===== src/rtl/mult_datapath.sv =====
// Shift-and-add multiplier datapath: multiplicand/multiplier/product registers driven by select lines from a control FSM.
// Optional MULT_DONE_FLAG_EN adds an iteration counter and oDone flag.
module mult_datapath #(
    parameter int WIDTH = 16
) (
    input  logic                 Clock,
    input  logic                 Reset,
    input  logic [WIDTH-1:0]     iA,
    input  logic [WIDTH-1:0]     iB,
    input  logic                 iA_Sel,
    input  logic                 iB_Sel,
    input  logic                 iProduct_Sel,
    input  logic                 iAdd_Sel,
    input  logic                 iShift,
    output logic                 oLSB,
    output logic                 oZero,
    output logic [2*WIDTH-1:0]   oProduct
`ifdef MULT_DONE_FLAG_EN
    ,
    output logic                 oDone
`endif
);

    localparam int PW = 2 * WIDTH;

    logic [PW-1:0]    rA;
    logic [WIDTH-1:0] rB;
    logic [PW-1:0]    rP;

    // Multiplicand lives in a double-width register so shifted bits land in the upper half.
    always_ff @(posedge Clock or posedge Reset) begin
        if (Reset)
            rA <= '0;
        else if (iA_Sel)
            rA <= {{WIDTH{1'b0}}, iA};
        else if (iShift)
            rA <= {rA[PW-2:0], 1'b0};
    end

    always_ff @(posedge Clock or posedge Reset) begin
        if (Reset)
            rB <= '0;
        else if (iB_Sel)
            rB <= iB;
        else if (iShift)
            rB <= {1'b0, rB[WIDTH-1:1]};
    end

    always_ff @(posedge Clock or posedge Reset) begin
        if (Reset)
            rP <= '0;
        else if (iProduct_Sel)
            rP <= '0;
        else if (iAdd_Sel)
            rP <= rP + rA;
    end

    assign oLSB     = rB[0];
    assign oZero    = (rB == '0);
    assign oProduct = rP;

`ifdef MULT_DONE_FLAG_EN
    localparam int CW = $clog2(WIDTH) + 1;
    localparam logic [CW-1:0] CNT_MAX = CW'(WIDTH);

    logic [CW-1:0] rCnt;

    // Saturates so extra shifts after completion keep oDone asserted.
    always_ff @(posedge Clock or posedge Reset) begin
        if (Reset)
            rCnt <= '0;
        else if (iB_Sel)
            rCnt <= '0;
        else if (iShift && (rCnt != CNT_MAX))
            rCnt <= rCnt + 1'b1;
    end

    assign oDone = (rCnt == CNT_MAX);
`endif

endmodule


===== config.mk =====
export PLATFORM = sky130hd
export DESIGN_NAME = mult_datapath
export DESIGN_NICKNAME = d
export VERILOG_FILES = /design/src/rtl/mult_datapath.sv
export SDC_FILE = /design/constraint.sdc
export NUM_CORES = 1
export LEC_CHECK = 0
export ABC_AREA = 0
export CAP_MARGIN = 10
export CORE_ASPECT_RATIO = 1.2
export CORE_MARGIN = 2
export CORE_UTILIZATION = 55
export DETAILED_ROUTE_END_ITERATION = 8
export GPL_ROUTABILITY_DRIVEN = 0
export PLACE_DENSITY = 0.8
export SLEW_MARGIN = 20
export SYNTH_ARGS = -nofsm -noshare
export SYNTH_HDL_FRONTEND = slang
export SYNTH_SLANG_ARGS = --single-unit

===== constraint.sdc =====
create_clock -name Clock -period 3.9 [get_ports Clock]
set_input_delay 0.78 -clock Clock [delete_from_list [all_inputs] [get_ports Clock]]
set_output_delay 0.78 -clock Clock [all_outputs]
set_load 0.005 [all_outputs]

==> flow_metrics.env <==
export IMPL_ys_types=53
export IMPL_ios=73
export IMPL_syn_nets=613
export IMPL_arrival_ns=3.10
export IMPL_grt_pass1_wl_um=19500
export IMPL_ys_ff_latch=80
export IMPL_power_mw=2.18
export IMPL_powerDensity_nw_per_um2=357
export IMPL_grt_pass1_vias=4142
export IMPL_setup_worst_path_end_class="flop"
export IMPL_drv_slew=0
export IMPL_grt_overflow=0
export IMPL_drive_above_1_share_pct=5.95
export IMPL_critPathKind="reg -> reg"
export IMPL_status="finished clean"
export IMPL_antenna_found_initial=0
export IMPL_cp_start_kind="flop"
export IMPL_nFillCells=719
export IMPL_worstPathMaxFanout=4
export IMPL_avgSynthCellArea_um2=9.41
export IMPL_vdd_drop_max_mv=0.320
export IMPL_hp_class="reg -> reg"
export IMPL_cp_required_ns=4.12
export IMPL_dpl_worst_slack_ns=1.07
export IMPL_synthToLayoutAreaGrowth_pct=19.4
export IMPL_wire_per_inst_um=15.8
export IMPL_syn_area_um2=5100
export IMPL_reg2reg_slack_ns=1.02
export IMPL_place_hpwl_um=8260
export IMPL_rsz0062_at_grt="false"
export IMPL_fin_skew_ns=0.0125
export IMPL_drt_first_pass_iters=4
export IMPL_ant_nets=0
export IMPL_cts_sinks=80
export IMPL_fin_crit_sh_pct=73.9
export IMPL_grt_total_usage_pct=24.1
export IMPL_min_period_ns=2.88
export IMPL_die_w_um=91.9
export IMPL_finalHoldViolations=0
export IMPL_setup_viol=0
export IMPL_drtIter0Drc=232
export IMPL_drt_wl_total_um=11400
export IMPL_start_util_pct=56.5
export IMPL_cts_max_path_buffers=2
export IMPL_cts_resized=0
export IMPL_cts_hold_buf=0
export IMPL_syn_inst=542
export IMPL_worstSkewPairLatency_ns=0.38
export IMPL_vias_per_cell=5.80
export IMPL_antenna_cells=0
export IMPL_hold_ws_ns=0.531
export IMPL_die_h_um=109
export IMPL_synth_edf_count=0
export IMPL_maxCapViolations=0
export IMPL_tightest_slew_ns=0.958
export IMPL_grt_max_degree=81
export IMPL_cts_root_buffer="clkbuf_8"
export IMPL_synth_flop_cell="dfrtp_1"
export IMPL_portBuffers=72
export IMPL_yosysSeqAreaShare_pct=39.2
export IMPL_maxSlewHeadroom_pct=36.1
export IMPL_clk_pin_slew_ns=0.10
export IMPL_max_freq_ghz=0.347
export IMPL_cts_tree="yes"
export IMPL_synthArstFlopShare_pct=100
export IMPL_post_cts_buffers=0
export IMPL_cts_buffers=9
export IMPL_via_count=4208
export IMPL_final_core_util_pct=67.4
export IMPL_dieArea_um2=10100
export IMPL_setup_slack_ns=1.02
export IMPL_num_rows=38
export IMPL_coreArea_um2=9030
export IMPL_leakagePower_nw=2.95
export IMPL_fin_nets=671
export IMPL_drc=0
export IMPL_tns_ns=0
export IMPL_yosys_warnings=0
export IMPL_ctsHtreeMaxLevel=3
[area by class of cell]
type | count | area, um^2 | area share, %
Tap cell | 120 | 150 | 2.47
Sequential cell | 80 | 2000 | 32.9
Multi-Input combinational cell | 422 | 2950 | 48.4
Inverter | 10 | 37.5 | 0.616
Timing Repair Buffer | 77 | 752 | 12.3
Clock inverter | 7 | 77.6 | 1.27
Clock buffer | 9 | 124 | 2.03
[cell families after synthesis]
group / share of synthesized area, %
mux: 12.9
simple gates: 13.8
buf+inv: 2.97
compound gates: 18.9
fa+ha+maj: 8.00
flops: 39.2
xor+xnor: 4.29
[final timing paths]
| path | from | endpoint | cells past startpoint |
|---|---|---|---|
| max in group asynchronous | Reset | oProduct[4]$_DFFE_PP0P_ | 3 |
| min in group asynchronous | Reset | oProduct[30]$_DFFE_PP0P_ | 3 |
| hold / removal | oProduct[13]$_DFFE_PP0P_ | oProduct[13]$_DFFE_PP0P_ | 2 |
| hold reg to reg | oProduct[13]$_DFFE_PP0P_ | oProduct[13]$_DFFE_PP0P_ | 2 |
| setup / recovery | oProduct[0]$_DFFE_PP0P_ | oProduct[30]$_DFFE_PP0P_ | 10 |
| setup reg to reg | oProduct[0]$_DFFE_PP0P_ | oProduct[30]$_DFFE_PP0P_ | 10 |
[state kept, by name (all words and copies together), names as in the netlist]
signal,flops
rB,16
oProduct,32
rA,32
[placed cells by master (no fill, tap or decap), types with 16 or more instances in the layout]
master / synthesis / final
dfrtp_1: 80 / 80
clkdlybuf4s50_1: 0 / 70
mux2i_1: 63 / 63
nand2_1: 54 / 54
o21ai_0: 52 / 52
nor2_1: 51 / 51
ha_1: 31 / 31
a21oi_1: 30 / 30
a21o_1: 16 / 16
xor2_1: 16 / 16
[Yosys cell counts (all sizes together) (10+ instances only)]
master	number	area, um^2
a21o	16	120
a21oi	32	168
clkbuf	22	82.6
dfrtp	80	2000
ha	31	388
inv	10	37.5
mux2i	63	631
nand2	54	203
nand2b	12	75.1
nand3	11	55.1
nor2	51	191
o21ai	54	270
xor2	16	140
[critical path, stage by stage, from the launching register on]
cell	delay, ns
dfrtp_1	0.40
ha_1	0.22
inv_1	0.06
fa_1	0.40
nor2b_1	0.19
o2111ai_1	0.19
a21oi_2	0.29
o21ba_1	0.24
a21oi_1	0.12
o31ai_1	0.43
o221ai_1	0.19
[metal layers]
layer / GRT usage [%] / part of all wire [%] / wire, um
met4: 10.0 / 2.3 / 265
met3: 3.36 / 3.5 / 398
met2: 42.5 / 50 / 5710
met5: 0 / 0 / 0
met1: 29.8 / 44 / 5040
[stage by stage]
step                cell area, um^2  instances
finish                         6090        725
global placement               5890        709
detailed placement             5890        709
floorplan                      5100        542
global route                   6090        725
CTS                            6090        725
[report_power, final]
group | internal (mW) | switching [mW]
combinational | 0.277 | 0.300
clock | 0.300 | 0.347
sequential | 0.895 | 0.0590
total | 1.47 | 0.705
No activity file was read; power rests on OpenSTA's default activity.
